`src/rtl/jtsdram_score.sv`:
```
// Result scoreboard for the SDRAM self-test: counts passes and error events,
// records the pass of the first failure, watches for a stalled test and drives the LED.
`timescale 1ns/1ps
module jtsdram_score #(
    parameter int BLINK_FRAMES   = 30,
    parameter int TIMEOUT_FRAMES = 600
) (
    input  logic        clk,
    input  logic        rst_n,
    input  logic        clr,
    input  logic        LVBL,
    input  logic        dwnld_busy,
    input  logic        bad,
    output logic [15:0] pass_cnt,
    output logic [15:0] err_cnt,
    output logic        fail,
    output logic [15:0] first_fail,
    output logic        stall,
    output logic        led,
    output logic        running
);
    typedef enum logic [1:0] {
        IDLE  = 2'd0,
        PROG  = 2'd1,
        CHECK = 2'd2
    } state_t;

    localparam logic [15:0] TIMEOUT_C   = 16'(TIMEOUT_FRAMES);
    localparam logic [15:0] BLINK_TOP_C = 16'(BLINK_FRAMES - 1);

    function automatic logic [15:0] sat_inc(input logic [15:0] v);
        sat_inc = (v == 16'hFFFF) ? v : v + 16'd1;
    endfunction

    state_t      state_q, state_d;
    logic        lvbl_q, lvbl_d, busy_q, busy_d, bad_q, bad_d;
    logic [15:0] pass_q, pass_d, err_q, err_d, ff_q, ff_d;
    logic [15:0] frame_q, frame_d, blink_cnt_q, blink_cnt_d;
    logic        fail_q, fail_d, stall_q, stall_d, blink_q, blink_d;
    logic        busy_rise_s, busy_fall_s, busy_edge_s, bad_rise_s, lvbl_fall_s, running_s;

    assign busy_rise_s = dwnld_busy & ~busy_q;
    assign busy_fall_s = ~dwnld_busy & busy_q;
    assign busy_edge_s = busy_rise_s | busy_fall_s;
    assign bad_rise_s  = bad & ~bad_q;
    assign lvbl_fall_s = ~LVBL & lvbl_q;
    assign running_s   = (state_q != IDLE);

    // Next-state computation for the FSM, counters, flags and edge registers
    always_comb begin
        state_d     = state_q;
        pass_d      = pass_q;
        err_d       = err_q;
        ff_d        = ff_q;
        fail_d      = fail_q;
        stall_d     = stall_q;
        frame_d     = frame_q;
        blink_cnt_d = blink_cnt_q;
        blink_d     = blink_q;
        lvbl_d      = LVBL;
        busy_d      = dwnld_busy;
        bad_d       = bad;

        case (state_q)
            IDLE: begin
                if (busy_rise_s) state_d = PROG;
                else             state_d = IDLE;
            end
            PROG: begin
                if (busy_fall_s) state_d = CHECK;
                else             state_d = PROG;
            end
            CHECK: begin
                if (busy_rise_s) begin
                    state_d = PROG;
                    pass_d  = sat_inc(pass_q);
                end else begin
                    state_d = CHECK;
                end
            end
            default: state_d = IDLE;
        endcase

        // first_fail captures the pre-increment pass count, even on a pass boundary
        if (bad_rise_s) begin
            err_d = sat_inc(err_q);
            if (!fail_q) begin
                fail_d = 1'b1;
                ff_d   = pass_q;
            end else begin
                fail_d = fail_q;
            end
        end else begin
            err_d = err_q;
        end

        if (busy_edge_s)                             frame_d = 16'd0;
        else if (lvbl_fall_s && frame_q < TIMEOUT_C) frame_d = frame_q + 16'd1;
        else                                         frame_d = frame_q;

        if (running_s && !busy_edge_s && frame_d == TIMEOUT_C) stall_d = 1'b1;
        else                                                   stall_d = stall_q;

        if (!running_s) begin
            blink_cnt_d = 16'd0;
        end else if (lvbl_fall_s) begin
            if (blink_cnt_q >= BLINK_TOP_C) begin
                blink_cnt_d = 16'd0;
                blink_d     = ~blink_q;
            end else begin
                blink_cnt_d = blink_cnt_q + 16'd1;
            end
        end else begin
            blink_cnt_d = blink_cnt_q;
        end

        // Clear beats any simultaneous event; FSM and edge registers keep going
        if (clr) begin
            pass_d      = 16'd0;
            err_d       = 16'd0;
            ff_d        = 16'd0;
            fail_d      = 1'b0;
            stall_d     = 1'b0;
            frame_d     = 16'd0;
            blink_cnt_d = 16'd0;
            blink_d     = 1'b0;
        end else begin
            blink_d = blink_d;
        end
    end

    // State registers with asynchronous active-low reset
    always_ff @(posedge clk or negedge rst_n) begin
        if (!rst_n) begin
            state_q     <= IDLE;
            lvbl_q      <= 1'b0;
            busy_q      <= 1'b0;
            bad_q       <= 1'b0;
            pass_q      <= 16'd0;
            err_q       <= 16'd0;
            ff_q        <= 16'd0;
            fail_q      <= 1'b0;
            stall_q     <= 1'b0;
            frame_q     <= 16'd0;
            blink_cnt_q <= 16'd0;
            blink_q     <= 1'b0;
        end else begin
            state_q     <= state_d;
            lvbl_q      <= lvbl_d;
            busy_q      <= busy_d;
            bad_q       <= bad_d;
            pass_q      <= pass_d;
            err_q       <= err_d;
            ff_q        <= ff_d;
            fail_q      <= fail_d;
            stall_q     <= stall_d;
            frame_q     <= frame_d;
            blink_cnt_q <= blink_cnt_d;
            blink_q     <= blink_d;
        end
    end

    assign pass_cnt   = pass_q;
    assign err_cnt    = err_q;
    assign first_fail = ff_q;
    assign fail       = fail_q;
    assign stall      = stall_q;
    assign running    = running_s;
    assign led        = (fail_q || stall_q) ? 1'b1 : (running_s ? blink_q : 1'b0);
endmodule

```
`config.mk`:
```
export PLATFORM = sky130hd
export DESIGN_NAME = jtsdram_score
export DESIGN_NICKNAME = d
export VERILOG_FILES = /design/src/rtl/jtsdram_score.sv
export SDC_FILE = /design/constraint.sdc
export NUM_CORES = 1
export LEC_CHECK = 0
export CORE_MARGIN = 3
export CORE_UTILIZATION = 59
export CTS_CLUSTER_SIZE = 30
export DETAILED_ROUTE_END_ITERATION = 16
export GPL_ROUTABILITY_DRIVEN = 0
export PLACE_DENSITY = 0.85
export SETUP_SLACK_MARGIN = 0.02
export SYNTH_ARGS = -nofsm -noshare
export SYNTH_HDL_FRONTEND = slang
export SYNTH_SLANG_ARGS = --single-unit
```
`constraint.sdc`:
```
create_clock -name clk -period 4.75 [get_ports clk]
set_clock_uncertainty 0.1 [all_clocks]
set_input_delay 1.1875 -clock clk [delete_from_list [all_inputs] [get_ports clk]]
set_output_delay 1.1875 -clock clk [all_outputs]
set_load 0.1 [all_outputs]
```
==> run metrics, run 1 <==
Max Fclk=between 200 and 300 MHz; Tightest Pin Transition=1.19 ns; pre-CTS WS=1.21 ns; Final Hold Violating Endpoints=0; Clock Tree Buf Depth=2; Clock transition at path regs=0.08 ns; Die Footprint=around 0.008 mm2; largest family of logic cells by synthesized area=simple AND/OR/NAND/NOR gates; Gate power share=around an eighth; grt total ovfl=0; htree depth=3; CP max FO=5; Post-Syn Instances=approximately 400; outcome=finished clean; Netlist cell types=47; FF+latch count, synth=slightly below 90; period utilisation layout=between 70 and 80%; Net Sw Power=between 0.0004 and 0.0005 W; GRT Overall Usage=about a quarter; Pwr Total=around 0.0015 W; first-pass GRT wire length=14.5 mm; hold buffers post-CTS=0; 1st-iter DRT viols=approximately 140; Tightest Hold Check Type=flop to flop; startpoint types=flop; root buffer cell=clkbuf_8; # resized after CTS=0; share of power burned in registers=a little over half; antenna violations before repair=0; RSZ-0062 raised after global routing=false; WP data required=between 3 and 4 ns; Synth async-reset ratio=100%; Static Leak=2.10 nW; Sw Ratio=~28%; Initial Util=roughly 63%; most common flop cell mapped by yosys=dfrtp_1; CP endpoint kind=output pin; commonest non-fill, non-tap cell in the layout=dfrtp_1; Slew Viols, Final=0; Synth Area in XOR/XNOR=approximately 7.0%; syn_nets=roughly 420; clock period minus worst slack=between 3 and 4 ns; layout cells sized above 1=a little under 6%; final net count=between 400 and 500; fillers=between 400 and 500; area of the multi-input gates=0.00181 mm2; Non-Filler Instances=561; mux share of post-synthesis cell area=around 1.2%; via count=3200; Critical Path AT=2.40 ns; Post-synth EDFFs=0; Synth Area in Simple Gates=between 20% and 30%; WL/cell=15.6 um; # IOs=just under 60; vias per std cell=about 5.7; # setup viols final=0; commonest non-fill, non-tap cells in the layout=dfrtp_1 (88), clkdlybuf4s50_1 (56), nor2_1 (54), nand2_1 (32), xnor2_1 (20); die height=89.5 um; Port Buffers=57; Avg Inst Size Synth=between 10 and 15 um2; crit path kind=flop to output pin; Num CTS Buffers=9; Residual DRC=0; synth warn=0; Layout area overhead=21.0%; WL final=~8.8 mm; pwr dens=~300 mW/mm2; Synth Cell Area=0.00411 mm2; Post-DRT Antenna Nets=0; Synth Area in Adders=2.43%; Core Footprint=approximately 0.0066 mm2; Placed Cells=between 500 and 600; setup_tns=0 ns; Post-CTS Setup Bufs=0; fin worst setup slack=1.06 ns; Ant. Diodes=0; Detail Placement HPWL=between 5 and 6 mm; maximum VDD drop=approximately 0.15 mV; Max Cap Violations=0; FF+latch area=around 0.0022 mm2; Die Wd=around 89 um; clock share of power=a little over a third; CTS Sinks=88; num rows=29; drt pass-1 iters=4; cell-internal power=roughly 0.0011 W; largest net degree at the start of global routing=between 80 and 90; sequential area share after synthesis=53.5%; vias in the first global route=between 3000 and 4000; slew margin rel.=between 20% and 30%; Synth Area in Compound Gates=between 10% and 20%; CTS tree=done; worst skew pair latency=roughly 0.36 ns
[worst max-delay path, stage by stage, from the launching register on]
cell	delay, ns
dfrtp_1	0.42
nor2_1	0.28
inv_1	0.17
nand2_1	0.10
nand3_1	0.09
clkdlybuf4s50_1	0.98
[layout make-up]
cell class,count,share of cell area [%]
multi-input combinational,288,36.4
tap,93,2.34
clock buffer,12,2.92
inverter,16,1.21
sequential,88,44.2
timing repair buffer,60,11.9
clock inverter,4,1.08
[logic make-up (layout without fill, tap and decap cells)]
| logic type | Yosys count | count (layout) |
|---|---|---|
| buf+inv | 25 | 92 |
| compound gates | 62 | 62 |
| flops | 88 | 88 |
| fa+ha+maj | 8 | 8 |
| xor+xnor | 33 | 33 |
| mux | 5 | 5 |
| simple gates | 180 | 180 |
[layer usage]
layer	routed length (um)	vias to the layer above	GRT usage, %
li1	-	1524	-
met1	4020	1585	32.3
met2	4220	80	37.0
met3	364	11	3.96
met4	144	0	9.07
met5	0	-	0
[Yosys cell counts (all sizes together) (3+ instances only)]
library cell	count	area, um2
mux2i	4	40.0
nand2b	5	31.3
xor2	13	114
clkbuf	8	30.0
a22o	16	140
o22ai	3	18.8
or4	3	26.3
or3	8	50.1
nor3	13	70.1
nand2	32	120
nor2	54	203
or2	3	21.3
a21oi	16	80.1
nor4	8	50.1
nand4	11	68.8
xnor2	20	175
o21ai	13	65.1
and3	6	37.5
nand3	14	70.1
dfrtp	88	2200
inv	16	60.1
ha	8	100
and2	16	100
o211ai	3	22.5
[metrics by stage]
step	util [%]	hold WS (ns)	area, um2
after global routing	75.8	0.409	4980
after detailed placement	72.8	0.371	4780
after global placement	72.8	0.361	4780
final	75.8	0.390	4980
after floorplan	-	0.344	4110
after CTS	75.8	0.393	4980
[worst paths after layout]
check / from / slack (ns) / endpoint / depth (start not counted)
worst max-delay path: state_q[1]$_DFF_PN0_ / 1.06 / led / 5
worst min-delay path: frame_q[13]$_DFF_PN0_ / 0.39 / frame_q[13]$_DFF_PN0_ / 1
worst max register to register: err_cnt[7]$_DFFE_PN0P_ / 2.29 / err_cnt[5]$_DFFE_PN0P_ / 6
worst min register to register: frame_q[13]$_DFF_PN0_ / 0.39 / frame_q[13]$_DFF_PN0_ / 1
max in group asynchronous: rst_n / 2.96 / err_cnt[5]$_DFFE_PN0P_ / 1
min in group asynchronous: rst_n / 0.90 / blink_cnt_q[6]$_DFFE_PN0P_ / 1
[registers in the layout, summed over array words and instances (netlist names), 2 cells and up]
| register | cells |
|---|---|
| frame_q | 16 |
| first_fail | 16 |
| state_q | 2 |
| blink_cnt_q | 16 |
| pass_cnt | 16 |
| err_cnt | 16 |
[power by group through the flow]
| stage | clock network, W | logic (W) | registers, W |
|---|---|---|---|
| after floorplan | 0 | 0.000108 | 0.000804 |
| after CTS | 0.000536 | 0.000178 | 0.000777 |
| after global placement | 0 | 0.000172 | 0.000791 |
| final | 0.000525 | 0.000177 | 0.000777 |
| after global routing | 0.000564 | 0.000191 | 0.000779 |
| after detailed placement | 0 | 0.000178 | 0.000792 |
No activity file was read; power rests on OpenSTA's default activity.
==> inputs of run 2 (changes only) <==
CORE_UTILIZATION = 54   (was 59)
PLACE_DENSITY = 0.79   (was 0.85)
clock period = 3.7 ns   (was 4.75 ns; I/O delays follow)
==> run 2 against run 1 <==
Worst setup slack got worse by 0.32 ns. Design area decreased by 1.2%. Register-to-register slack got worse by 1.1 ns. Via count decreased by 0.97%. Core utilization decreased by 8.7 points. Sequential power increased by 28%. Wire length decreased by 3.6%. First-iteration DRC count decreased by 28%. Flip-flop and latch count unchanged. Clock power increased by 57%. Largest power group unchanged. Highest routed layer unchanged.
==> run metrics, run 2 (synthesized netlist as in run 1, its figures left out) <==
pwr dens=416 mW/mm2 (was 297 mW/mm2); largest net degree at the start of global routing=58 (was 89); Port Buffers=57 (unchanged); antenna violations before repair=0 (unchanged); CTS tree=done (unchanged); crit path kind=input pin to flop (was flop to output pin); # setup viols final=0 (unchanged); period utilisation layout=about four fifths; vias in the first global route=3117 (was 3066); layout cells sized above 1=17.3% (was 5.77%); Core Footprint=0.00733 mm2 (was 0.00657 mm2); Gate power share=11.0% (was 12.0%); Tightest Hold Check Type=flop to flop (unchanged); hold buffers post-CTS=0 (unchanged); WL/cell=14.8 um (was 15.6 um); vias per std cell=5.58 (was 5.70); RSZ-0062 raised after global routing=false (unchanged); CP endpoint kind=flop (was output pin); htree depth=3 (unchanged); WL final=8.43 mm (was 8.75 mm); GRT Overall Usage=20.8% (was 23.4%); fillers=554 (was 475); fin worst setup slack=0.740 ns (was 1.06 ns); CP max FO=5 (unchanged); grt total ovfl=0 (unchanged); Layout area overhead=19.6% (was 21.0%); 1st-iter DRT viols=103 (was 143); outcome=finished clean (unchanged); share of power burned in registers=48.8% (was 52.5%); WP data required=3.85 ns (was 3.46 ns); startpoint types=input pin (was flop); slew margin rel.=18.9% (was 20.6%); Initial Util=56.1% (was 62.6%); clock share of power=40.2% (was 35.5%); setup_tns=0 ns (unchanged); commonest non-fill, non-tap cell in the layout=dfrtp_1 (unchanged); first-pass GRT wire length=14.5 mm (about the same); Critical Path AT=3.11 ns (was 2.40 ns); # resized after CTS=0 (unchanged); Crit. Startpoint=LVBL (was state_q[1]$_DFF_PN0_); Num CTS Buffers=9 (unchanged); Sw Ratio=25.6% (was 27.9%); Clock Tree Buf Depth=2 (unchanged); pre-CTS WS=0.417 ns (was 1.21 ns); Net Sw Power=0.000523 W (was 0.000413 W); die height=93.3 um (was 89.5 um); worst reg2reg startpoint=err_cnt[7]$_DFFE_PN0P_ (unchanged); Register-to-Register Path Depth=6 (unchanged); Core Util, Final=67.1% (was 75.8%); Final Hold Violating Endpoints=0 (unchanged); maximum VDD drop=0.233 mV (was 0.149 mV); worst skew pair latency=0.35 ns (was 0.36 ns); root buffer cell=clkbuf_8 (unchanged); Pwr Total=0.00204 W (was 0.00148 W); Tightest Pin Transition=1.22 ns (was 1.19 ns); final net count=478 (was 477); Detail Placement HPWL=5.76 mm (was 5.87 mm); cell-internal power=0.00152 W (was 0.00107 W); Post-CTS Setup Bufs=0 (unchanged); # IOs=58 (unchanged); Static Leak=2.25 nW (was 2.10 nW); area of the multi-input gates=0.00181 mm2 (unchanged); Post-DRT Antenna Nets=0 (unchanged); drt pass-1 iters=4 (unchanged); Slew Viols, Final=0 (unchanged); FF+latch area=0.00220 mm2 (unchanged); clock period minus worst slack=slightly below 3 ns; Die Wd=93.3 um (was 89.5 um); CTS Sinks=88 (unchanged); commonest non-fill, non-tap cells in the layout=dfrtp_1 (88), buf_4 (57), nor2_1 (54), nand2_1 (32), xnor2_1 (20) (was dfrtp_1 (88), clkdlybuf4s50_1 (56), nor2_1 (54), nand2_1 (32), xnor2_1 (20)); Residual DRC=0 (unchanged); Ant. Diodes=0 (unchanged); Max Cap Violations=0 (unchanged); via count=3169 (was 3200); Clock transition at path regs=0.08 ns (about the same); Max Fclk=between 300 and 400 MHz; num rows=31 (was 29); Die Footprint=0.00870 mm2 (was 0.00801 mm2); hold depth=1 (unchanged); Hold Path Origin=blink_cnt_q[9]$_DFFE_PN0P_ (was frame_q[13]$_DFF_PN0_)
-- run 2: cell count changes in the layout (fill, tap and decap cells not counted), sizes merged --
cell           previous run  this run
buf                       4        57
clkdlybuf4s50            56         4
bufinv                    1         3
clkinvlp                  2         0
clkinv                    1         0
inv                      16        17
-- run 2: routing by layer --
layer	global-route usage (%)	wire, um	vias to the layer above
li1	-	-	1530
met1	28.0	3930	1565
met2	32.9	3960	62
met3	4.75	374	12
met4	7.69	163	0
met5	0	0	-
-- run 2: worst paths after layout --
kind                                         endpoint  slack (ns)
max                                 stall$_DFFE_PN0P_        0.74
min                        blink_cnt_q[9]$_DFFE_PN0P_        0.38
max reg2reg                   err_cnt[15]$_DFFE_PN0P_        1.21
min reg2reg                blink_cnt_q[9]$_DFFE_PN0P_        0.38
max in group asynchronous       frame_q[12]$_DFF_PN0_        2.25
min in group asynchronous  blink_cnt_q[3]$_DFFE_PN0P_        0.51
-- run 2: area by class of cell --
cell class                      count  area share [%]
Clock buffer                       12            3.16
Clock inverter                      4            2.01
Inverter                           16            1.22
Multi-Input combinational cell    288            36.8
Sequential cell                    88            44.8
Tap cell                           99            2.52
Timing Repair Buffer               61            9.52
-- run 2: per-stage QoR --
step / std cells / hold WS [ns] / instance area [um2]
after floorplan: 401 / 0.344 / 4110
after global placement: 552 / 0.361 / 4660
after detailed placement: 552 / 0.362 / 4660
after CTS: 568 / 0.386 / 4920
after global routing: 568 / 0.400 / 4920
final: 568 / 0.383 / 4920
-- run 2: power by group through the flow --
stage | combinational, W | sequential, W | clock (W)
after floorplan | 0.000139 | 0.00103 | 0
after global placement | 0.000218 | 0.00101 | 0
after detailed placement | 0.000225 | 0.00102 | 0
after CTS | 0.000225 | 0.000997 | 0.000837
after global routing | 0.000244 | 0.00100 | 0.000881
final | 0.000224 | 0.000997 | 0.000823
-- run 2: worst max-delay path, stage by stage --
cell,delay [ns]
clkdlybuf4s50_1,0.42
nor2b_1,0.30
o221ai_1,0.29
nor4_1,0.56
mux2i_1,0.26
a21oi_1,0.05
o32ai_1,0.29
==> inputs of run 3 (changes only) <==
CORE_UTILIZATION = 49   (was 54)
PLACE_DENSITY = 0.76   (was 0.79)
clock period = 2.4 ns   (was 3.7 ns; I/O delays follow)
==> run 3 against run 2 <==
Core utilization is 1.9 points lower. Sequential share of layout area down 1.5 points. Non-clock buffer count up 22. First-iteration DRC count up 7.8%. Die area increased by 9.5%. Critical path type is now flop to output pin. Critical path depth down 2. Count of clock-buffer cells in the layout unchanged. Flip-flop and latch count stayed put. Worst setup slack got worse by 0.61 ns. Combinational power rose by 94%. Final cell count rose by 4.4%.
==> run metrics, run 3 (synthesized netlist as in run 1, its figures left out) <==
outcome=finished clean (unchanged); startpoint types=flop (was input pin); commonest non-fill, non-tap cells in the layout=buf_4 (76), dfrtp_1 (67), nor2_1 (53), nand2_1 (31), xnor2_1 (20) (was dfrtp_1 (88), buf_4 (57), nor2_1 (54), nand2_1 (32), xnor2_1 (20)); Core Footprint=0.00793 mm2 (was 0.00733 mm2); CP endpoint kind=output pin (was flop); clock period minus worst slack=between 2 and 2.5 ns; worst skew pair latency=0.35 ns (about the same); vias per std cell=5.53 (was 5.58); slew margin rel.=30.8% (was 18.9%); vias in the first global route=3318 (was 3117); Slew Viols, Final=0 (unchanged); Critical Path AT=1.57 ns (was 3.11 ns); Post-DRT Antenna Nets=0 (unchanged); Core Util, Final=65.2% (was 67.1%); Tightest Hold Check Type=input pin to asynchronous set/reset pin (was flop to flop); Net Sw Power=0.000844 W (was 0.000523 W); Layout area overhead=25.6% (was 19.6%); WP data required=1.70 ns (was 3.85 ns); WL/cell=15.4 um (was 14.8 um); Initial Util=51.9% (was 56.1%); WL final=9.15 mm (was 8.43 mm); Sw Ratio=27.0% (was 25.6%); Static Leak=2.32 nW (was 2.25 nW); Max Cap Violations=0 (unchanged); RSZ-0062 raised after global routing=false (unchanged); Die Wd=97.6 um (was 93.3 um); htree depth=3 (unchanged); GRT met2 Usage=32.8% (was 32.9%); drt pass-1 iters=4 (unchanged); share of power burned in registers=49.4% (was 48.8%); Clock transition at path regs=0.09 ns (was 0.08 ns); Gate power share=13.9% (was 11.0%); grt total ovfl=0 (unchanged); root buffer cell=clkbuf_8 (unchanged); layout cells sized above 1=26.5% (was 17.3%); Ant. Diodes=0 (unchanged); CTS Sinks=88 (unchanged); CP max FO=5 (unchanged); Detail Placement HPWL=6.45 mm (was 5.76 mm); Port Buffers=57 (unchanged); clock share of power=36.7% (was 40.2%); final net count=500 (was 478); pwr dens=604 mW/mm2 (was 416 mW/mm2); largest net degree at the start of global routing=38 (was 58); period utilisation layout=roughly 95%; first-pass GRT wire length=16.0 mm (was 14.5 mm); commonest non-fill, non-tap cell in the layout=buf_4 (was dfrtp_1); via count=3282 (was 3169); Clock Tree Buf Depth=2 (unchanged); Final Hold Violating Endpoints=0 (unchanged); Finished Cell Area=0.00517 mm2 (was 0.00492 mm2); crit path kind=flop to output pin (was input pin to flop); GRT Overall Usage=20.3% (was 20.8%); fillers=635 (was 554); 1st-iter DRT viols=111 (was 103); # IOs=58 (unchanged); Max Fclk=about 440 MHz; GR peak layer=met2 (unchanged); die height=97.6 um (was 93.3 um); Num CTS Buffers=9 (unchanged); maximum VDD drop=0.350 mV (was 0.233 mV); met3 usage=4.45% (was 4.75%); antenna violations before repair=0 (unchanged); num rows=32 (was 31); Residual DRC=0 (unchanged); Die Footprint=0.00953 mm2 (was 0.00870 mm2); CTS tree=done (unchanged); hold buffers post-CTS=0 (unchanged); met1 GRT Util=27.7% (was 28.0%); cell-internal power=0.00228 W (was 0.00152 W); # setup viols final=0 (unchanged); Tightest Pin Transition=1.03 ns (was 1.22 ns); placed cell area=0.00492 mm2 (was 0.00466 mm2)
==> run 3: cell types whose count changed in the layout (fill, tap and decap cells not counted), sizes merged <==
cell / change
clkinvlp: +2
bufinv: -1
buf: +22
inv: -1
==> run 3: power groups by stage <==
stage | registers, W | logic, W | clock network, W
finish | 0.00154 | 0.000435 | 0.00115
global route | 0.00155 | 0.000472 | 0.00123
CTS | 0.00154 | 0.000432 | 0.00117
detailed placement | 0.00157 | 0.000429 | 0
global placement | 0.00157 | 0.000420 | 0
floorplan | 0.00159 | 0.000230 | 0
==> run 3: metrics by stage <==
| step | instances | TNS [ns] | hold slack (ns) | worst slack [ns] | power (W) |
|---|---|---|---|---|---|
| 4_1_cts | 592 | 0 | 0.0895 | 0.0238 | 0.00314 |
| 3_5_place_dp | 576 | -4.99 | 0.362 | -0.353 | 0.00200 |
| 5_1_grt | 593 | 0 | 0.0971 | 0.0304 | 0.00325 |
| 3_3_place_gp | 576 | -3.55 | 0.361 | -0.303 | 0.00199 |
| 6_report | 593 | 0 | 0.0891 | 0.132 | 0.00312 |
| 2_1_floorplan | 401 | 0 | 0.204 | 0.0266 | 0.00182 |
==> run 3: final cells by class <==
cell class / count / area, um2 / area share [%]
sequential: 88 / 2240 / 43.3
multi-input combinational: 288 / 1850 / 35.7
timing repair buffer: 83 / 671 / 13.0
clock buffer: 12 / 145 / 2.81
tap: 102 / 128 / 2.47
clock inverter: 4 / 76.3 / 1.48
inverter: 16 / 63.8 / 1.23
==> run 3: critical path: stages, from the launching register on <==
cell and delay [ns]:
dfrtp_1 0.44, nor2_4 0.20, clkinvlp_4 0.19, nand2_2 0.12
nand3_4 0.08, buf_12 0.17
==> run 3: repair_timing <==
item | 4_1_cts | 5_1_grt
buffers inserted | 0 | 1
resized for setup | 1 | 2
cloned | 0 | 0
hold endpoints to repair | 0 | 0
pin swaps | 0 | 3
endpoints found under the setup margin | 1 | 3
==> run 3: worst paths after layout <==
| kind | startpoint | endpoint | slack, ns | depth (start not counted) |
|---|---|---|---|---|
| worst max-delay path | state_q[0]$_DFF_PN0_ | led | 0.13 | 5 |
| worst min-delay path | rst_n | blink_cnt_q[13]$_DFFE_PN0P_ | 0.09 | 1 |
| worst max register to register | err_cnt[7]$_DFFE_PN0P_ | err_cnt[9]$_DFFE_PN0P_ | 0.23 | 7 |
| worst min register to register | blink_cnt_q[15]$_DFFE_PN0P_ | blink_cnt_q[15]$_DFFE_PN0P_ | 0.38 | 1 |
| max in group asynchronous | rst_n | stall$_DFFE_PN0P_ | 1.49 | 2 |
| min in group clk | blink_cnt_q[15]$_DFFE_PN0P_ | blink_cnt_q[15]$_DFFE_PN0P_ | 0.38 | 1 |
==> run 3: layer usage <==
layer	vias to the layer above	wire length, um
li1	1576	-
met1	1617	4220
met2	75	4330
met3	14	465
met4	0	125
met5	-	0
